===== config.mk =====
export PLATFORM = sky130hd
export DESIGN_NAME = eeprom_page_ctrl_flat
export DESIGN_NICKNAME = d
export VERILOG_FILES = /design/src/rtl/eeprom_page_ctrl_pkg.sv /design/src/rtl/eeprom_page_ctrl_if.sv /design/src/rtl/eeprom_page_ctrl_page_buf.sv /design/src/rtl/eeprom_page_ctrl.sv /design/src/flat_wrapper.sv
export SDC_FILE = /design/constraint.sdc
export NUM_CORES = 1
export LEC_CHECK = 0
export ABC_AREA = 1
export CAP_MARGIN = 20
export CORE_MARGIN = 3
export CORE_UTILIZATION = 30
export DETAILED_ROUTE_END_ITERATION = 10
export GPL_TIMING_DRIVEN = 1
export PLACE_DENSITY = 0.62
export SLEW_MARGIN = 20
export SYNTH_ARGS = -nofsm -noshare
export SYNTH_HDL_FRONTEND = slang
export SYNTH_HIERARCHICAL = 1
export SYNTH_SLANG_ARGS = --single-unit

===== constraint.sdc =====
create_clock -name clk -period 5.8 [get_ports clk]
set_clock_uncertainty 0.15 [all_clocks]
set_input_delay 1.74 -clock clk [delete_from_list [all_inputs] [get_ports clk]]
set_output_delay 1.74 -clock clk [all_outputs]
set_load 0.1 [all_outputs]

===== src/rtl/eeprom_page_ctrl_pkg.sv =====
// Shared geometry, state encoding and pointer helpers for the paged EEPROM controller.
package eeprom_pkg;
   localparam int PAGE_NUM   = 32;
   localparam int PAGE_BYTES = 8;
   localparam int ROW_W      = $clog2(PAGE_NUM);
   localparam int COL_W      = $clog2(PAGE_BYTES);
   localparam int PTR_W      = ROW_W + COL_W;
   localparam int PAGE_W     = PAGE_BYTES * 8;

   typedef enum logic [2:0] {
      ST_IDLE,
      ST_ADDR,
      ST_WDATA,
      ST_RDATA,
      ST_COMMIT,
      ST_WRBUSY
   } state_t;

   function automatic logic [ROW_W-1:0] ptr_row(input logic [PTR_W-1:0] ptr);
      return ptr[PTR_W-1:COL_W];
   endfunction

   function automatic logic [COL_W-1:0] ptr_col(input logic [PTR_W-1:0] ptr);
      return ptr[COL_W-1:0];
   endfunction

   function automatic logic [7:0] page_byte(input logic [PAGE_W-1:0] page,
                                            input logic [COL_W-1:0]  col);
      return page[{col, 3'b000} +: 8];
   endfunction
endpackage


===== src/rtl/eeprom_page_ctrl_if.sv =====
// Front-end byte handshake plus page-array bus between the I2C slave and the controller.
interface eeprom_page_ctrl_if;
   import eeprom_pkg::*;

   logic                  xfer_start;
   logic                  xfer_rnw;
   logic                  xfer_stop;
   logic                  byte_valid;
   logic [7:0]            byte_in;
   logic                  byte_ack;
   logic                  rd_req;
   logic [7:0]            rd_data;
   logic                  rd_valid;
   logic                  busy;
   logic [ROW_W-1:0]      mem_row;
   logic [PAGE_W-1:0]     mem_wdata;
   logic [PAGE_BYTES-1:0] mem_wmask;
   logic                  mem_write;
   logic [PAGE_W-1:0]     mem_rdata;

   modport slave (
      input  xfer_start, xfer_rnw, xfer_stop, byte_valid, byte_in, rd_req, mem_rdata,
      output byte_ack, rd_data, rd_valid, busy, mem_row, mem_wdata, mem_wmask, mem_write
   );

   modport master (
      output xfer_start, xfer_rnw, xfer_stop, byte_valid, byte_in, rd_req, mem_rdata,
      input  byte_ack, rd_data, rd_valid, busy, mem_row, mem_wdata, mem_wmask, mem_write
   );
endinterface


===== src/rtl/eeprom_page_ctrl_page_buf.sv =====
// Page gather buffer: one byte register and one enable bit per column, flat page output.
module eeprom_page_buf
   import eeprom_pkg::*;
(
   input  logic                  clk,
   input  logic                  reset,
   input  logic                  clr,
   input  logic                  we,
   input  logic [COL_W-1:0]      waddr,
   input  logic [7:0]            wdata,
   output logic [PAGE_W-1:0]     data,
   output logic [PAGE_BYTES-1:0] mask
);
   for (genvar gi = 0; gi < PAGE_BYTES; gi++) begin : g_byte
      logic [7:0] byte_q, byte_d;
      logic       mask_q, mask_d;
      logic       hit;

      assign hit = we && (waddr == COL_W'(gi));

      always_comb begin
         byte_d = byte_q;
         mask_d = mask_q && !clr;
         if (hit) begin
            byte_d = wdata;
            mask_d = 1'b1;
         end
      end

      always_ff @(posedge clk) begin
         if (reset) begin
            byte_q <= '0;
            mask_q <= 1'b0;
         end else begin
            byte_q <= byte_d;
            mask_q <= mask_d;
         end
      end

      assign data[8*gi +: 8] = byte_q;
      assign mask[gi]        = mask_q;
   end
endmodule


===== src/rtl/eeprom_page_ctrl.sv =====
// Sequences I2C byte traffic into masked page writes with emulated write-cycle time,
// and serves sequential reads from a persistent auto-incrementing address pointer.
module eeprom_page_ctrl
   import eeprom_pkg::*;
#(
   parameter int TWR_CYCLES = 16
) (
   input  logic              clk,
   input  logic              reset,
   eeprom_page_ctrl_if.slave bus
);
   localparam int CNT_W = $clog2(TWR_CYCLES + 1);

   state_t                state_q, state_d;
   state_t                dispatch;
   logic [PTR_W-1:0]      ptr_q, ptr_d;
   logic [CNT_W-1:0]      cnt_q, cnt_d;
   logic                  ack_q, ack_d;
   logic [7:0]            rd_data_q, rd_data_d;
   logic                  rd_valid_q, rd_valid_d;
   logic                  buf_clr, buf_we;
   logic [PAGE_W-1:0]     buf_data;
   logic [PAGE_BYTES-1:0] buf_mask;
   logic                  commit;

   assign dispatch = bus.xfer_rnw ? ST_RDATA : ST_ADDR;

   eeprom_page_buf u_buf (
      .clk   (clk),
      .reset (reset),
      .clr   (buf_clr),
      .we    (buf_we),
      .waddr (ptr_col(ptr_q)),
      .wdata (bus.byte_in),
      .data  (buf_data),
      .mask  (buf_mask)
   );

   always_comb begin
      state_d    = state_q;
      ptr_d      = ptr_q;
      cnt_d      = cnt_q;
      ack_d      = ack_q;
      rd_data_d  = rd_data_q;
      rd_valid_d = 1'b0;
      buf_clr    = 1'b0;
      buf_we     = 1'b0;
      unique case (state_q)
         ST_IDLE: begin
            if (bus.xfer_start) begin
               ack_d   = 1'b1;
               state_d = dispatch;
            end
         end
         ST_ADDR: begin
            if (bus.xfer_start) begin
               ack_d   = 1'b1;
               state_d = dispatch;
            end else if (bus.xfer_stop) begin
               state_d = ST_IDLE;
            end else if (bus.byte_valid) begin
               ptr_d   = bus.byte_in;
               buf_clr = 1'b1;
               ack_d   = 1'b1;
               state_d = ST_WDATA;
            end
         end
         ST_WDATA: begin
            // Repeated start abandons the gathered bytes; ADDR clears the mask on reuse.
            if (bus.xfer_start) begin
               ack_d   = 1'b1;
               state_d = dispatch;
            end else begin
               if (bus.byte_valid) begin
                  buf_we = 1'b1;
                  ptr_d  = {ptr_row(ptr_q), ptr_col(ptr_q) + COL_W'(1)};
                  ack_d  = 1'b1;
               end
               if (bus.xfer_stop)
                  state_d = ((buf_mask != '0) || bus.byte_valid) ? ST_COMMIT : ST_IDLE;
            end
         end
         ST_RDATA: begin
            if (bus.xfer_start) begin
               ack_d   = 1'b1;
               state_d = dispatch;
            end else if (bus.xfer_stop) begin
               state_d = ST_IDLE;
            end else if (bus.rd_req) begin
               rd_data_d  = page_byte(bus.mem_rdata, ptr_col(ptr_q));
               rd_valid_d = 1'b1;
               ptr_d      = ptr_q + PTR_W'(1);
            end
         end
         ST_COMMIT: begin
            if (bus.xfer_start)
               ack_d = 1'b0;
            cnt_d   = CNT_W'(TWR_CYCLES);
            state_d = ST_WRBUSY;
         end
         ST_WRBUSY: begin
            if (bus.xfer_start)
               ack_d = 1'b0;
            cnt_d = cnt_q - CNT_W'(1);
            if (cnt_q == CNT_W'(1))
               state_d = ST_IDLE;
         end
         default: state_d = ST_IDLE;
      endcase
   end

   always_ff @(posedge clk) begin
      if (reset) begin
         state_q    <= ST_IDLE;
         ptr_q      <= '0;
         cnt_q      <= '0;
         ack_q      <= 1'b0;
         rd_data_q  <= '0;
         rd_valid_q <= 1'b0;
      end else begin
         state_q    <= state_d;
         ptr_q      <= ptr_d;
         cnt_q      <= cnt_d;
         ack_q      <= ack_d;
         rd_data_q  <= rd_data_d;
         rd_valid_q <= rd_valid_d;
      end
   end

   assign commit        = (state_q == ST_COMMIT);
   assign bus.mem_write = commit;
   assign bus.mem_row   = ptr_row(ptr_q);
   assign bus.mem_wdata = commit ? buf_data : '0;
   assign bus.mem_wmask = commit ? buf_mask : '0;
   assign bus.busy      = (state_q == ST_WRBUSY);
   assign bus.byte_ack  = ack_q;
   assign bus.rd_data   = rd_data_q;
   assign bus.rd_valid  = rd_valid_q;
endmodule


===== src/flat_wrapper.sv =====
// flat-port wrapper written by rule: the top's interface ports become plain ports
module eeprom_page_ctrl_flat import eeprom_pkg::*;
#(
   parameter int TWR_CYCLES = 16
)
  (clk, reset, bus_xfer_start, bus_xfer_rnw, bus_xfer_stop, bus_byte_valid, bus_byte_in, bus_rd_req, bus_mem_rdata, bus_byte_ack, bus_rd_data, bus_rd_valid, bus_busy, bus_mem_row, bus_mem_wdata, bus_mem_wmask, bus_mem_write);
  eeprom_page_ctrl_if bus_i ();
  input  logic clk;
  input  logic reset;
  input wire logic [$bits(bus_i.xfer_start)-1:0] bus_xfer_start;
  input wire logic [$bits(bus_i.xfer_rnw)-1:0] bus_xfer_rnw;
  input wire logic [$bits(bus_i.xfer_stop)-1:0] bus_xfer_stop;
  input wire logic [$bits(bus_i.byte_valid)-1:0] bus_byte_valid;
  input wire logic [$bits(bus_i.byte_in)-1:0] bus_byte_in;
  input wire logic [$bits(bus_i.rd_req)-1:0] bus_rd_req;
  input wire logic [$bits(bus_i.mem_rdata)-1:0] bus_mem_rdata;
  output wire logic [$bits(bus_i.byte_ack)-1:0] bus_byte_ack;
  output wire logic [$bits(bus_i.rd_data)-1:0] bus_rd_data;
  output wire logic [$bits(bus_i.rd_valid)-1:0] bus_rd_valid;
  output wire logic [$bits(bus_i.busy)-1:0] bus_busy;
  output wire logic [$bits(bus_i.mem_row)-1:0] bus_mem_row;
  output wire logic [$bits(bus_i.mem_wdata)-1:0] bus_mem_wdata;
  output wire logic [$bits(bus_i.mem_wmask)-1:0] bus_mem_wmask;
  output wire logic [$bits(bus_i.mem_write)-1:0] bus_mem_write;
  assign bus_i.xfer_start = bus_xfer_start;
  assign bus_i.xfer_rnw = bus_xfer_rnw;
  assign bus_i.xfer_stop = bus_xfer_stop;
  assign bus_i.byte_valid = bus_byte_valid;
  assign bus_i.byte_in = bus_byte_in;
  assign bus_i.rd_req = bus_rd_req;
  assign bus_i.mem_rdata = bus_mem_rdata;
  assign bus_byte_ack = bus_i.byte_ack;
  assign bus_rd_data = bus_i.rd_data;
  assign bus_rd_valid = bus_i.rd_valid;
  assign bus_busy = bus_i.busy;
  assign bus_mem_row = bus_i.mem_row;
  assign bus_mem_wdata = bus_i.mem_wdata;
  assign bus_mem_wmask = bus_i.mem_wmask;
  assign bus_mem_write = bus_i.mem_write;
  eeprom_page_ctrl #(.TWR_CYCLES(TWR_CYCLES)) u_core (.clk(clk), .reset(reset), .bus(bus_i));
endmodule

Word level (Yosys, flattened, before mapping)
Index checks and enable logic that the tools add are counted.
W data, S select, Z words.
Operators by class
  $add $sub $neg: 3
  $mul: 0
  div/mod/pow operators: 0
  $lt $le $gt $ge: 0
  eq/ne operators: 29
  shift operators: 1
  muxes and demuxes: 46
  bitwise logic cells: 4
  reductions and logical operators: 33
Operators by type and width (number)
  $mux W64: 1
  $mux W8: 8
  $shiftx A64 B7 Y8: 1
  $mux W3: 11
  $pmux W8 S3: 1
  $mux W1: 21
  $eq A3 B3 Y1 const B: 6
  $ne A2 B2 Y1 const B: 9
  $pmux W3 S6: 1
  $logic_and A1 B1 Y1: 16
  $eq A3 B2 Y1 const B: 4
  $pmux W5 S2: 1
  $ne A3 B3 Y1 const B: 3
  $reduce_and A9 Y1: 1
  $add A8 B1 Y8 const B: 1
  $reduce_and A4 Y1: 2
  $reduce_and A8 Y1: 1
  $reduce_bool A8 Y1: 1
  $eq A3 B1 Y1 const B: 2
  $logic_not A3 Y1: 2
  $ne A2 B1 Y1 const B: 3
  $eq A5 B1 Y1 const B: 1
  $reduce_and A5 Y1: 1
  $sub A5 B1 Y5 const B: 1
  12 further kinds: 17
Storage, ports and cells
  register bits after elaboration: 98
  latch bits: 0
  bits in writable memories: 0
  bits in read-only memories: 0
  word-level logic and storage cells: 139
  memories kept: 0

Longest topological paths before layout
Gate-level depths: netlist (run 1).
  word-level depth: 7
  gate-level depth with buffers: 11
  gate-level depth less buffers: 11

Hierarchy
Netlist (run 1), hierarchy kept.
Modules (own cells, without submodules)
  eeprom_page_buf: times used 1, cells an instance 409, area each 2864.0 µm², sequential area each 1441.4 µm²
  eeprom_page_ctrl: times used 1, cells an instance 548, area each 2761.4 µm², sequential area each 520.5 µm²

Least setup slack after synthesis (run 1)
Ideal clock, no wire load.
  path kind: register to output
  start point: register u_core.state_q[0]
  end point: output port bus_mem_wdata[10]
  arrival: 2170 ps
  data required time: 3910 ps
  setup slack: 1740 ps
  stages on the path, launching flop included: 6
  path buffers: 2
  cells stage by stage: dfxtp_1 nor2_1 nand2_1 buf_2 buf_2 nor2_1
Between the ends
  word-level cells in the longest chain between the ends: 2
RTL lines
  from (decl): RTL line eeprom_page_ctrl.sv:14  | state_t state_q, state_d;
  from (signal assigned): RTL line eeprom_page_ctrl.sv:121  | state_q <= state_d;
  $eq A3 B3 Y1: RTL line eeprom_page_ctrl.sv:130  | assign commit = (state_q == ST_COMMIT);
  $mux W64: RTL line eeprom_page_ctrl.sv:133  | assign bus.mem_wdata = commit ? buf_data : '0;
  to (decl): RTL line flat_wrapper.sv:22  | output wire logic [$bits(bus_i.mem_wdata)-1:0] bus_mem_wdata;
Every way passes these cells.

Worst setup path after layout (run 1)
  start point: register u_core.state_q[0]
  end point: output port bus_mem_wdata[4]
The elaborated chain is that of the path after synthesis.

==> results of run 1 <==
==> worst max-delay path, stage by stage, from the launching register on <==
cell and delay [ns]:
dfxtp_1 0.38, nor2_1 0.18, nand2_2 0.38, buf_4 0.42, nor2_1 0.14, clkdlybuf4s50_1 1.15
==> per-stage QoR <==
| stage | util [%] | worst slack [ns] | instance area (um^2) |
|---|---|---|---|
| finish | 41.81 | 0.9000 | 7614 |
| global route | 41.81 | 0.6732 | 7614 |
| CTS | 41.81 | 0.8657 | 7614 |
| detailed placement | 40.27 | 1.271 | 7333 |
| global placement | 40.26 | 1.304 | 7331 |
| floorplan | - | 1.740 | 5625 |
==> kinds of logic after synthesis <==
kind of cell               count (synthesis)  share of synthesized area, %
AOI/OAI and AO/OA                         56                         5.249
xor gates and xnor gates                   1                        0.1557
adders and majority gates                  3                        0.6673
buffers and inverters                    174                         13.28
DFF                                       98                         34.88
and+or+nand+nor                          625                         45.77
==> path summary, 6_finish.rpt <==
| kind | start | to | slack [ns] | depth (start not counted) |
|---|---|---|---|---|
| max | u_core/state_q[0] | bus_mem_wdata[4] | 0.90 | 5 |
| min | u_core/bus.rd_data[1] | u_core/bus.rd_data[1] | 0.32 | 2 |
| max reg2reg | u_core/state_q[2] | u_core/u_buf/g_byte[6].byte_q[7] | 2.91 | 10 |
| min reg2reg | u_core/bus.rd_data[1] | u_core/bus.rd_data[1] | 0.32 | 2 |
==> final cells by class <==
type	instances	share of cell area, %
clock buffer	11	3.188
clock inverter	5	0.4930
inverter	123	6.064
multi-input combinational	685	38.37
sequential	98	25.77
tap	229	3.763
timing repair buffer	171	22.35
==> report_power, final <==
part	internal, W	leakage (nW)	switching (W)	total [W]
Combinational	0.000207	1.97	0.000452	0.000658
Clock	0.000305	0.133	0.000272	0.000577
Sequential	0.000706	0.792	0.0000652	0.000771
Total	0.00122	2.90	0.000788	0.00201
==> state kept, by name, indices dropped and copies added, names as in the netlist <==
signal,count
u_core/u_buf/g_byte.byte_q,64
u_core/bus.rd_data,8
u_core/ptr_q,8
u_core/u_buf/g_byte.mask_q,8
u_core/cnt_q,5
u_core/state_q,3
u_core/bus.byte_ack,1
u_core/bus.rd_valid,1
==> placed cells by master, fill, tap and decap left out, drive strengths merged <==
master,count
clkbuf,11
o21ai,28
a2bb2oi,1
ha,3
nand4,2
inv,124
dfxtp,98
clkdlybuf4s50,167
nor3b,1
nor2,297
a21oi,25
a31oi,1
nor3,5
clkinv,2
xor2,1
nand3,101
clkinvlp,2
nand2,219
o31ai,1
buf,4
==> layer usage <==
layer  routed length, um  vias to the layer above  share of wire (%)  track usage, %
met5                  13                        -              0.074               0
met4                 348                        2                2.0           6.103
met3                1121                       26                6.4           3.918
met2                8010                      169                 46           28.88
met1                8068                     2614                 46           22.22
li1                    -                     3150                  -               -
==> results.yml, run 1 <==
status:
  outcome: "finished, final reports clean"
synth:
  ys_seq_area_share_pct: 34.88
  async_flop_share_pct: 0
  synth_edf_count: 0
  synth_common_cells: "nor2_1 (284), nand2_1 (215), inv_1 (118), nand3_1 (101), dfxtp_1 (98)"
  syn_inst: 957
  syn-cell-area_um2: 5625
  synth.avg_cell_area_um2: 5.878
  ys_seq_elements: 98
  synthFlopType: "dfxtp_1"
  synth_top_area_share_pct: 34.88
  yosys.area.top_type: "dfxtp_1"
  syn_nets: 1039
  yosysUniqueCellTypes: 30
  yosysMostFrequentCell: "nor2_1"
  ys_top_cells_by_area: "dfxtp_1 (35%), nor2_1 (19%), nand2_1 (14%), nand3_1 (9.0%), inv_1 (7.9%)"
  yosysWarningCount: 6
sta:
  setup_tns_ns: 0
  holdWs_ns: 0.3177
  finalCriticalPeriod_ns: 4.900
  setup_viol: 0
  rsz0062_at_grt: "false"
  max_freq_mhz: 204.1
  tightest_slew_ns: 1.095
  fin_crit_sh_pct: 84.48
  finalHoldViolations: 0
  slew_headroom_pct: 26.87
  final_max_slew_viol_count: 0
clocking:
  cts_root_buf: "clkbuf_16"
  cts_tree: "done"
  cts_max_path_buffers: 2
  clkSlewWorstSetupHoldPaths_ns: 0.07
  post_cts_resize_count: 0
  clock-sinks: 98
  numCtsBuffers: 9
  cts_htree_levels: 3
  postCtsSetupBuffers: 0
  clk_latency_ns: 0.35
  cts_hold_buffers: 0
global_route:
  gr-usage-all-layers_pct: 17.39
  grt_max_degree: 65
  antenna_found_initial: 1
  grt_pass1_wl_um: 28270
  grt-ovfl-total: 0
  grt_pass1_vias: 5658
routing:
  via_count: 5961
  drc_errors: 0
  drtPass1Iterations: 5
  via_per_inst: 4.509
  wl_per_cell_um: 13.28
  drt_iter0_markers: 337
  drtAntennaViolNets: 0
  routed_wl_um: 17560
setup_path:
  arrival_ns: 3.01
  startpoint_type: "flop"
  critPathMaxFanout: 40
  worst-setup-path-type: "reg -> out"
  worst-endpoint-required_ns: 3.91
  crit_path_end_kind: "output port"
place:
  gp_congestion: 0.8716
  io_buffers: 167
  placed_cells: 1306
  dp_hpwl_um: 12640
power:
  fin_total_pwr_w: 0.002006
  peakVddDrop_v: 0.0001849
  p_leak_nw: 2.897
  power_density_nw_per_um2: 263.5
die:
  die-area_um2: 20430
  die_h_um: 142.9
  coreArea_um2: 18210
  die_x_um: 142.9
  rows: 49
  io_pins: 168
  start_util_pct: 30.89
finish:
  multi_input_area_um2: 2922
  fin_cells: 1322
  fill_cells: 1978
  syn_to_final_growth_pct: 35.34
  drive_above_1_share_pct: 4.209
  fin_nets: 1170
  seq_area_um2: 1962
  n_antenna_cell: 0
worst_hold_path:
  hold_class: "reg -> reg"
job:
  max_cap_viol_count: 0
Power figures use the tool's default switching activity.
==> run 2: changes to the inputs <==
PLACE_DENSITY = 0.64   (was 0.62)
clock period = 4.45 ns   (was 5.8 ns; I/O delays follow)
==> run 2 against run 1 <==
Worst hold slack got worse by 0.0025 ns. Non-clock buffer count increased by 1. Critical endpoint is now bus_mem_wdata[62]. Clock-buffer cell count decreased by 2. Design area is 2.1% lower. Critical path depth did not move.
==> results.yml, run 2 (synthesis gave the netlist of run 1 again) <==
status:
  outcome: "finished, final reports clean"
sta:
  fin_crit_sh_pct: 84.59
  setup_viol: 0
  final_max_slew_viol_count: 0
  rsz0062_at_grt: "false"
  finalHoldViolations: 0
  finalCriticalPeriod_ns: 3.764
  tightest_slew_ns: 1.122
  slew_headroom_pct: 25.11
  holdWs_ns: 0.3152
  setup_tns_ns: 0
  max_freq_mhz: 265.6
routing:
  wl_per_cell_um: 12.88
  drtPass1Iterations: 4
  via_count: 5931
  drt_iter0_markers: 336
  drtAntennaViolNets: 0
  drc_errors: 0
  routed_wl_um: 17040
  via_per_inst: 4.483
clocking:
  postCtsSetupBuffers: 0
  cts_root_buf: "clkbuf_16"
  cts_max_path_buffers: 2
  clkSlewWorstSetupHoldPaths_ns: 0.07
  cts_htree_levels: 3
  cts_hold_buffers: 0
  post_cts_resize_count: 0
  cts_tree: "done"
  clk_latency_ns: 0.34
  clock-sinks: 98
  numCtsBuffers: 9
finish:
  largest-register: "u_core/u_buf/g_byte.byte_q"
  layout_commonest_cell: "nor2_1"
  syn_to_final_growth_pct: 32.54
  fin_nets: 1171
  drive_above_1_share_pct: 11.15
  largest_reg_flops: 64
  mostFrequentLayoutCells: "nor2_1 (283), nand2_1 (214), inv_1 (118)"
  fin_cells: 1323
  n_antenna_cell: 0
setup_path:
  worst-endpoint-required_ns: 2.96
  startpoint: "u_core/state_q[0]"
  worstReg2RegStart: "u_core/state_q[2]"
  arrival_ns: 2.28
  worst-setup-path-type: "reg -> out"
  crit_path_end_kind: "output port"
  startpoint_type: "flop"
  critPathMaxFanout: 40
die:
  die_h_um: 142.9
  coreArea_um2: 18210
  io_pins: 168
  die_x_um: 142.9
  start_util_pct: 30.89
  rows: 49
  die-area_um2: 20430
global_route:
  grt-ovfl-total: 0
  grt_pass1_wl_um: 27230
  grt_max_degree: 41
  antenna_found_initial: 0
  gr-usage-all-layers_pct: 16.58
  grt_pass1_vias: 5523
power:
  p_leak_nw: 3.060
  peakVddDrop_v: 0.0002149
  power_density_nw_per_um2: 353.8
place:
  io_buffers: 167
  dp_hpwl_um: 12550
  gp_congestion: 0.8585
  placed_cells: 1307
worst_hold_path:
  hold_class: "reg -> reg"
  hp-start: "u_core/bus.rd_data[4]"
job:
  max_cap_viol_count: 0
## run 2: critical path, stage by stage, from the launching register on
cell and delay [ns]:
dfxtp_1 0.48, nor2_1 0.11, nand2_2 0.53, buf_4 0.45
nor2_1 0.09, buf_4 0.24
## run 2: power by group
group | total (W) | leakage [nW] | switching, W | internal [W]
sequential | 0.00101 | 0.792 | 0.0000884 | 0.000920
clock | 0.000785 | 0.138 | 0.000346 | 0.000438
combinational | 0.000844 | 2.13 | 0.000577 | 0.000268
total | 0.00264 | 3.06 | 0.00101 | 0.00163
## run 2: worst paths after layout
path                                            to  slack (ns)  cells after the start
setup / recovery                 bus_mem_wdata[62]        0.69                      5
hold / removal               u_core/bus.rd_data[4]        0.32                      2
setup reg to reg  u_core/u_buf/g_byte[4].byte_q[3]        1.60                     10
hold reg to reg              u_core/bus.rd_data[4]        0.32                      2
## run 2: cell type report
cell class | instances | area (um^2)
timing repair buffer | 172 | 1524
fill | 1995 | 10750
tap | 229 | 286.5
clock buffer | 9 | 225.2
inverter | 123 | 461.7
sequential | 98 | 1962
multi-input combinational | 685 | 2922
clock inverter | 7 | 75.07
## run 2: per-layer routing
metal	wire (um)	up-vias	track usage (%)
met2	8279	138	28.81
met5	0	-	0
li1	-	3159	-
met3	1132	14	4.756
met4	197	0	3.952
met1	7424	2620	20.29
## run 2: stage by stage
step | worst slack, ns | total power (W) | util (%) | cell area (um^2)
after floorplan | 0.7949 | 0.001655 | - | 5625
after global routing | 0.4348 | 0.002806 | 40.95 | 7456
after detailed placement | 0.7956 | 0.001871 | 39.30 | 7156
after global placement | 0.8294 | 0.001865 | 39.28 | 7153
final | 0.6855 | 0.002638 | 40.95 | 7456
after CTS | 0.6346 | 0.002661 | 40.95 | 7456
==> run 3: changes to the inputs <==
PLACE_DENSITY = 0.62   (was 0.64)
clock period = 3.9 ns   (was 4.45 ns; I/O delays follow)
==> run 3 against run 2 <==
Flip-flop and latch count is the same. Clock power grew 16%. Combinational power grew 18%. Sequential share of layout area shrank 0.59 points. Cell count grew 0.45%. Power grew 15%. First-iteration DRC count grew 1.5%. Via count grew 0.81%. Design area grew 2.3%. Critical path type unchanged. Non-clock buffer count grew 6. Global-route usage grew 0.40 points. Clock-buffer cell count is the same.
==> results.yml, run 3 (synthesis gave the netlist of run 1 again) <==
status:
  outcome: "finished, final reports clean"
die:
  start_util_pct: 30.89
  io_pins: 168
  die_x_um: 142.9
  die-area_um2: 20430
  coreArea_um2: 18210
  die_h_um: 142.9
  rows: 49
global_route:
  grt-ovfl-total: 0
  gr-usage-all-layers_pct: 16.98
  grt.busiest_layer: "met2"
  grt_pass1_wl_um: 27660
  antenna_found_initial: 0
  grt_max_degree: 65
  met2_usage_pct: 27.97
  use_met3_pct: 4.186
  met1_usage_pct: 21.45
  grt_pass1_vias: 5548
sta:
  max_freq_mhz: 284.8
  finalHoldViolations: 0
  setup_tns_ns: 0
  tightest_slew_ns: 0.8789
  finalCriticalPeriod_ns: 3.511
  rsz0062_at_grt: "false"
  slew_headroom_pct: 41.34
  final_max_slew_viol_count: 0
  fin_crit_sh_pct: 90.03
  setup_viol: 0
clocking:
  numCtsBuffers: 9
  post_cts_resize_count: 0
  cts_tree: "done"
  cts_hold_buffers: 0
  postCtsSetupBuffers: 0
  clock-sinks: 98
  cts_max_path_buffers: 2
  clkSlewWorstSetupHoldPaths_ns: 0.07
  clk_latency_ns: 0.35
  cts_root_buf: "clkbuf_16"
  cts_htree_levels: 3
setup_path:
  arrival_ns: 2.19
  r2r-end: "u_core/u_buf/g_byte[6].byte_q[6]"
  critPathMaxFanout: 41
  worst-setup-path-type: "reg -> out"
  worst-endpoint-required_ns: 2.58
  r2r_slack_ns: 1.40
  crit_path_end_kind: "output port"
  startpoint: "u_core/state_q[0]"
  crit_end: "bus_mem_wdata[3]"
  reg2reg_depth: 11
  startpoint_type: "flop"
  worstReg2RegStart: "u_core/state_q[2]"
routing:
  drt_iter0_markers: 341
  drtPass1Iterations: 5
  routed_wl_um: 17270
  drtAntennaViolNets: 0
  wl_per_cell_um: 12.99
  drc_errors: 0
  via_per_inst: 4.499
  via_count: 5979
power:
  power.internal_w: 0.001867
  p_leak_nw: 3.165
  clkPwrFrac_pct: 30.0
  switching_power_w: 0.001174
  netSwitchingFraction_pct: 38.61
  combPwrFrac_pct: 33.0
  power_density_nw_per_um2: 398.8
  peakVddDrop_v: 0.0002364
  p_seq_share_pct: 37.0
  fin_total_pwr_w: 0.003042
place:
  io_buffers: 167
  dp_hpwl_um: 12740
  gp_congestion: 0.8656
finish:
  drive_above_1_share_pct: 13.00
  largest-register: "u_core/u_buf/g_byte.byte_q"
  n_antenna_cell: 0
  layout_commonest_cell: "nor2_1"
  mostFrequentLayoutCells: "nor2_1 (283), nand2_1 (214), inv_1 (118)"
  syn_to_final_growth_pct: 35.59
  fin_nets: 1177
  largest_reg_flops: 64
job:
  max_cap_viol_count: 0
worst_hold_path:
  hold_class: "reg -> reg"
## run 3: power groups by stage
stage	clock network, W	registers [W]	logic, W
floorplan	0	0.00115	0.000741
global placement	0	0.00115	0.00100
detailed placement	0	0.00115	0.00101
CTS	0.000940	0.00113	0.00101
global route	0.000976	0.00114	0.00114
finish	0.000911	0.00113	0.00100
## run 3: how the worst min path moves through the flow
stage / start / end / slack (ns) / depth (start not counted)
global placement: u_core/u_buf/g_byte[5].mask_q / u_core/u_buf/g_byte[5].mask_q / 0.30 / 2
finish: u_core/bus.rd_data[0] / u_core/bus.rd_data[0] / 0.32 / 2
floorplan: u_core/u_buf/g_byte[0].mask_q / u_core/u_buf/g_byte[0].mask_q / 0.30 / 2
global route: u_core/bus.rd_data[0] / u_core/bus.rd_data[0] / 0.34 / 2
CTS: u_core/u_buf/g_byte[5].mask_q / u_core/u_buf/g_byte[5].mask_q / 0.32 / 2
detailed placement: u_core/u_buf/g_byte[5].mask_q / u_core/u_buf/g_byte[5].mask_q / 0.31 / 2
## run 3: worst max-delay path: stages, from the launching register on
cell and delay (ns):
dfxtp_1 0.39, nor2_1 0.18, nand2_2 0.45, buf_4 0.37, nor2_1 0.23, buf_12 0.21
## run 3: area by class of cell
type                            instances  area (um^2)
Tap cell                              229        286.5
Sequential cell                        98         1962
Inverter                              123        461.7
Clock inverter                          7        76.32
Timing Repair Buffer                  178         1694
Fill cell                            1975        10580
Clock buffer                            9        225.2
Multi-Input combinational cell        685         2922
## run 3: through the flow
| stage | util (%) | hold slack (ns) | worst slack (ns) | area [um^2] | instances |
|---|---|---|---|---|---|
| after floorplan | - | 0.2957 | 0.4099 | 5625 | 957 |
| after global placement | 40.22 | 0.3039 | 0.7195 | 7323 | 1313 |
| after detailed placement | 40.23 | 0.3097 | 0.6811 | 7326 | 1313 |
| after CTS | 41.89 | 0.3205 | 0.3097 | 7627 | 1329 |
| after global routing | 41.89 | 0.3404 | 0.1369 | 7627 | 1329 |
| final | 41.89 | 0.3182 | 0.3888 | 7627 | 1329 |
## run 3: per-layer routing
| layer | vias up | part of all wire, % |
|---|---|---|
| met4 | 0 | 2.0 |
| met1 | 2617 | 44 |
| met5 | - | 0 |
| li1 | 3171 | - |
| met3 | 24 | 6.8 |
| met2 | 167 | 47 |
